### src/rtl/cordic_req_arbiter.sv
// cordic_req_arbiter
// Shares one fully pipelined CORDIC sin/cos core between two requesters.
// A round-robin grant picks at most one angle per cycle and drives it to the
// core. A {valid, id} tag travels alongside through a LATENCY+1 deep shift
// register, so each core result is returned to the requester that issued it,
// in issue order.
//
// Ports
//   CLK_100MHZ, RST_N          clock, asynchronous active-low reset
//   req0_*/req1_*              valid/ready angle requests (2^32 = 360 deg)
//   rsp0_valid/rsp1_valid      one-cycle result strobes, no backpressure
//   rsp_cos/rsp_sin            shared result bus, qualified by rspN_valid
//   cordic_angle/xin/yin       drive the core (xin = X_SEED, yin = 0)
//   cordic_xout/yout           core results, stable LATENCY edges after sampling
module cordic_req_arbiter #(
  parameter int unsigned LATENCY = 16,
  parameter int unsigned MAX_OUT = 8,
  parameter logic [15:0] X_SEED  = 16'd19429
) (
  input  logic        CLK_100MHZ,
  input  logic        RST_N,
  input  logic        req0_valid,
  input  logic [31:0] req0_angle,
  output logic        req0_ready,
  input  logic        req1_valid,
  input  logic [31:0] req1_angle,
  output logic        req1_ready,
  output logic        rsp0_valid,
  output logic        rsp1_valid,
  output logic [16:0] rsp_cos,
  output logic [16:0] rsp_sin,
  output logic [31:0] cordic_angle,
  output logic [15:0] cordic_xin,
  output logic [15:0] cordic_yin,
  input  logic [16:0] cordic_xout,
  input  logic [16:0] cordic_yout
);

  localparam logic [3:0] MAX_CNT = 4'(MAX_OUT);

  // r_run holds grants off until the first edge after reset release, so no
  // request is accepted on the edge that coincides with the release.
  logic             r_run;
  logic             r_prio;
  logic [3:0]       r_cnt0;
  logic [3:0]       r_cnt1;
  logic [LATENCY:0] r_tag_vld;
  logic [LATENCY:0] r_tag_id;

  logic w_elig0;
  logic w_elig1;
  logic w_grant0;
  logic w_grant1;
  logic w_accept;

  assign w_elig0  = r_run && req0_valid && (r_cnt0 < MAX_CNT);
  assign w_elig1  = r_run && req1_valid && (r_cnt1 < MAX_CNT);
  assign w_grant0 = w_elig0 && (!w_elig1 || !r_prio);
  assign w_grant1 = w_elig1 && (!w_elig0 ||  r_prio);
  assign w_accept = w_grant0 || w_grant1;

  assign req0_ready = w_grant0;
  assign req1_ready = w_grant1;

  assign cordic_xin = X_SEED;
  assign cordic_yin = '0;

  always_ff @(posedge CLK_100MHZ or negedge RST_N) begin
    if (!RST_N) begin
      r_run        <= 1'b0;
      r_prio       <= 1'b0;
      r_cnt0       <= '0;
      r_cnt1       <= '0;
      r_tag_vld    <= '0;
      r_tag_id     <= '0;
      cordic_angle <= '0;
      rsp_cos      <= '0;
      rsp_sin      <= '0;
      rsp0_valid   <= 1'b0;
      rsp1_valid   <= 1'b0;
    end else begin
      r_run <= 1'b1;

      if (w_grant0) begin
        cordic_angle <= req0_angle;
      end else if (w_grant1) begin
        cordic_angle <= req1_angle;
      end

      if (w_accept) begin
        r_prio <= w_grant0;
      end

      // Tag id is 1 exactly when requester 1 was granted.
      r_tag_vld <= {r_tag_vld[LATENCY-1:0], w_accept};
      r_tag_id  <= {r_tag_id[LATENCY-1:0],  w_grant1};

      if (r_tag_vld[LATENCY]) begin
        rsp_cos    <= cordic_xout;
        rsp_sin    <= cordic_yout;
        rsp0_valid <= !r_tag_id[LATENCY];
        rsp1_valid <=  r_tag_id[LATENCY];
      end else begin
        rsp0_valid <= 1'b0;
        rsp1_valid <= 1'b0;
      end

      // Credit returns on the edge that ends the response strobe; an accept
      // and a return on the same edge cancel.
      r_cnt0 <= r_cnt0 + {3'b000, w_grant0} - {3'b000, rsp0_valid};
      r_cnt1 <= r_cnt1 + {3'b000, w_grant1} - {3'b000, rsp1_valid};
    end
  end

endmodule
### config.mk
export PLATFORM = sky130hd
export DESIGN_NAME = cordic_req_arbiter
export DESIGN_NICKNAME = d
export VERILOG_FILES = /design/src/rtl/cordic_req_arbiter.sv
export SDC_FILE = /design/constraint.sdc
export NUM_CORES = 1
export LEC_CHECK = 0
export BUFFER_PORTS_ARGS = -buffer_cell sky130_fd_sc_hd__buf_2
export CORE_ASPECT_RATIO = 0.5
export CORE_UTILIZATION = 45
export CTS_CLUSTER_DIAMETER = 200
export CTS_CLUSTER_SIZE = 10
export DETAILED_ROUTE_END_ITERATION = 10
export MAX_ROUTING_LAYER = met4
export PLACE_DENSITY = 0.78
export SETUP_SLACK_MARGIN = 0.05
export SLEW_MARGIN = 10
export SYNTH_ARGS = -nofsm -noshare
export SYNTH_HDL_FRONTEND = slang
export SYNTH_SLANG_ARGS = --single-unit
### constraint.sdc
create_clock -name CLK_100MHZ -period 2.75 [get_ports CLK_100MHZ]
set_clock_uncertainty 0.1 [all_clocks]
set_input_delay 0.6875 -clock CLK_100MHZ [delete_from_list [all_inputs] [get_ports CLK_100MHZ]]
set_output_delay 0.6875 -clock CLK_100MHZ [all_outputs]
set_load 0.01 [all_outputs]
Yosys cells after proc, flatten, opt, wreduce, memory -nomap -nowiden

Index checks and enable logic that the tools add are counted.

Add/sub/neg operators: 4
$lt $le $gt $ge: 2
Muxes and demuxes: 4
Reduce and logical (&&, ||, !) cells: 14

Operator list:

| cell                 | number |
|---|---|
| $mux W32             | 2 |
| $add A4 B1 Y4        | 2 |
| $lt A4 B4 Y1 const B | 2 |
| $sub A4 B1 Y4        | 2 |
| $logic_and A1 B1 Y1  | 6 |
| $logic_not A1 Y1     | 4 |
| $logic_or A1 B1 Y1   | 3 |
| $mux W1              | 2 |
| $reduce_bool A2 Y1   | 1 |

Register bits: 112
Input bits: 102
Output and inout bits: 102
Word-level logic and storage cells: 35

Depth between registers and ports, before layout

Depth after elaboration: 7
Depth in mapped cells: 8
Depth with buffers taken out: 7

Worst setup path before layout

Ideal clock, no wire load.

Path type: input port to flip-flop
From: in req0_valid
To: reg r_cnt0[2]
Arrival: 2.042 ns
Path slack: 0.486 ns
Cell stages on the path: 7
Buffers on the path: 1
Path through: and3b_1 clkbuf_1 and2_1 ha_1 inv_1 fa_1 xnor2_1

Longest elaborated chain between the ends: 5

RTL lines:

| item                             | line | RTL |
|---|---|---|
| start, declared                  | 22   | `input logic req0_valid,` |
| $logic_and A1 B1 Y1 (2 in a row) | 56   | `assign w_elig0 = r_run && req0_valid && (r_cnt0 < MAX_CNT);` |
| $logic_and A1 B1 Y1              | 58   | `assign w_grant0 = w_elig0 && (!w_elig1 \|\| !r_prio);` |
| named net req0_ready             | 24   | `output logic req0_ready,` |
| $add A4 B1 Y4                    | 110  | `r_cnt0 <= r_cnt0 + {3'b000, w_grant0} - {3'b000, rsp0_valid};` |
| $sub A4 B1 Y4                    | 110  |  |
| end signal, assigned             | 110  |  |
| end, declared                    | 45   | `logic [3:0] r_cnt0;` |

The timed path passes the listed nets, and every way through them passes these cells.
A chain may end at the register's enable or synchronous reset.

Worst setup path in the final report

From: in req1_valid
To: out req1_ready

Longest elaborated chain between the ends: 3

RTL lines:

| item                             | line | RTL |
|---|---|---|
| start, declared                  | 25   | `input logic req1_valid,` |
| $logic_and A1 B1 Y1 (2 in a row) | 57   | `assign w_elig1 = r_run && req1_valid && (r_cnt1 < MAX_CNT);` |
| $logic_and A1 B1 Y1              | 59   | `assign w_grant1 = w_elig1 && (!w_elig0 \|\| r_prio);` |
| end, declared                    | 27   | `output logic req1_ready,` |

No other way between the ends.

==> summary.txt <==
Drt
  • Antenna violation net count after detailed routing: 0
  • DRC viols: 0
  • Routed Wire Length: 8.65 mm
  • Wire per inst: 13.9 µm
  • DR iter-0 viols: 150
  • DR pass1 iterations: 4
  • Via Count: 2953
  • Vias per inst: 4.75

Global route
  • Gr usage total: 18.2%
  • Largest net degree at the start of global routing: 48
  • GRT overflow: 0
  • Vias in the first global route: 2742
  • GRT met1 Usage: 22.5%
  • Initial antenna violation count: 0
  • Met2 usage: 29.2%
  • GR peak layer: met2
  • First-pass GRT wire length: 13.6 mm
  • Grt met3 use: 5.94%

Cells and area
  • FF+latch area: 2800 µm²
  • Filler cell count: 763
  • Area of the multi-input gates: 1320 µm²
  • Commonest non-fill, non-tap cell in the layout: buf_2
  • Nets: 594
  • P&R area growth vs syn: 27.4%
  • Diode count: 0
  • Commonest non-fill, non-tap cells in the layout: 170 x buf_2, 112 x dfrtp_1, 34 x mux2_2
  • Cell area after layout: 5610 µm²
  • Layout cell share with drive strength beyond 1: 47.4%

Logic synthesis
  • Yosys top cell by area: dfrtp_1
  • Synth Instances: 308
  • Yosys top cell area share: 63.7%
  • Async SR Flop Fraction: 100%
  • EDFF count, synth: 0
  • Mapped Area: 4400 µm²
  • Synth Register Bits: 112
  • Syn avg cell area: 14.3 µm²
  • Synth warn: 0
  • Yosys cell types: 22
  • Register area share after synthesis: 63.7%
  • Post-synth top flop: dfrtp_1
  • Most area-consuming cells after synthesis: dfrtp_1 64%, mux2_2 8.7%, a221o_1 7.3%, buf_4 5.5%, and3_1 4.5%

Clocking
  • H-tree levels: 3
  • Root Buffer: clkbuf_16
  • Clock buffer count from CTS: 9
  • Post-CTS Resized: 0
  • CTS tree: built
  • Clk_lat worst skew: 0.35 ns
  • Clock Sinks: 112
  • Clk slew on worst S/H paths: 0.06 ns
  • Clock buffer depth: 2
  • Hold buffers post-CTS: 0
  • Post-CTS setup buffers: 0

Timing
  • Unrepaired setup endpoints after global routing: no
  • Final hold vios: 0
  • Final WS setup: 0.432 ns
  • Slew margin rel.: 60.0%
  • # setup viols final: 0
  • Worst-margin pin slew: 0.599 ns
  • Setup TNS: 0 ns
  • Achievable Freq: 431 MHz
  • Slew Limit Fails: 0
  • Period minus WS final: 2.32 ns
  • Final period utilization: 84.3%

Place
  • Placement Setup Slack: 0.392 ns
  • Area after DPL: 5300 µm²
  • Routability Congestion: 0.724
  • Post-DP HPWL: 6.12 mm
  • Buffers on Ports: 171

Pwr
  • PwrDens: 1070 nW/µm²
  • Worst vdd rail ir drop: 0.403 mV
  • Static Leak: 3.03 nW

Hold path
  • Hold/Removal Path Class: in -> async

Setup path
  • Worst Path Buf+Inv: 2
  • Critical path arrival: 1.53 ns
  • CP Max Fanout: 6
  • Crit-path slowest cell: o311a_1
  • Cell count along the critical path: 4
  • R2R setup slack: 0.74 ns
  • Reg-to-Reg End: r_cnt1[2]$_DFF_PN0_
  • Delay-heaviest family, CP: compound AO/OA/AOI/OAI gates
  • Required @ worst endpoint: 1.96 ns
  • Most used cell, CP: buf_2
  • Critical path's largest stage delay: 0.37 ns
  • Worst-path cell chain: buf_2 > nor2b_1 > o311a_1 > buf_2
  • Worst r2r src: r_cnt1[3]$_DFF_PN0_
  • Worst R2R Path Depth: 6
  • CP startpoint kind: input port
  • CP Class: in -> out
  • Critical Path End Type: primary output

Die
  • Core area: 9480 µm²
  • Initial core utilization: 46.4%
  • # IOs: 204
  • Die Height: 71.9 µm
  • Chip width: 142 µm
  • Die area: 10200 µm²
  • Row Count: 25

Outcome
  • Outcome: complete, no violations

Flow run
  • Max Cap Viol: 0
## cell families after synthesis
group	share of synthesized area (%)
DFF	63.7
buffers and inverters	9.10
and+or+nand+nor	5.80
AOI/OAI and AO/OA	8.19
muxes	8.70
adders and majority gates	3.18
xor gates and xnor gates	1.19
other	0.171
## power by group
part / switching [W] / internal, W
combinational: 0.000955 / 0.00102
clock: 0.000571 / 0.000796
sequential: 0.000329 / 0.00231
total: 0.00186 / 0.00412
## metal layers
metal / vias up / routed length [µm]
met5: - / 0
met4: 0 / 91
met3: 9 / 497
met2: 115 / 4350
met1: 1461 / 3710
li1: 1368 / -
## Yosys cell counts, types with 2 or more instances
library cell / number
a21o_1: 2
a21oi_1: 2
a221o_1: 32
and2_1: 2
and3_1: 32
buf_2: 5
buf_4: 32
buf_6: 4
clkbuf_1: 8
conb_1: 2
dfrtp_1: 112
fa_1: 2
ha_1: 8
inv_1: 16
mux2_2: 34
nor2_1: 2
nor2b_1: 3
xnor2_1: 6
## registers in the layout (all words and copies together), names as in the netlist
name,flops
rsp_sin,17
rsp1_valid,1
r_run,1
rsp0_valid,1
cordic_angle,32
r_cnt1,4
r_cnt0,4
r_prio,1
r_tag_vld,17
rsp_cos,17
r_tag_id,17
## cell type report
cell class                      instances  share of cell area, %
Multi-Input combinational cell        162                   23.5
Tap cell                              135                   3.01
Timing Repair Buffer                  181                   16.9
Clock inverter                          6                   1.49
Inverter                               16                   1.07
Sequential cell                       112                   50.0
Clock buffer                           10                   4.08
## through the flow
stage,instances,total power [W],utilization (%),hold slack [ns]
floorplan,339,0.00387,-,0.231
global placement,606,0.00458,55.9,0.233
detailed placement,606,0.00467,55.9,0.235
CTS,622,0.00605,59.2,0.249
global route,622,0.00638,59.2,0.256
finish,622,0.00598,59.2,0.244
## how the worst max path moves through the flow
stage | slack [ns] | endpoint | from
2_1_floorplan | 0.49 | r_cnt0[2]$_DFF_PN0_ | req0_valid
3_3_place_gp | 0.45 | r_cnt1[1]$_DFF_PN0_ | req1_valid
3_5_place_dp | 0.39 | r_cnt1[2]$_DFF_PN0_ | req1_valid
4_1_cts | 0.44 | req1_ready | req1_valid
5_1_grt | 0.34 | req1_ready | r_cnt1[3]$_DFF_PN0_
6_report | 0.43 | req1_ready | req1_valid
(Power assumes the default switching activity.)
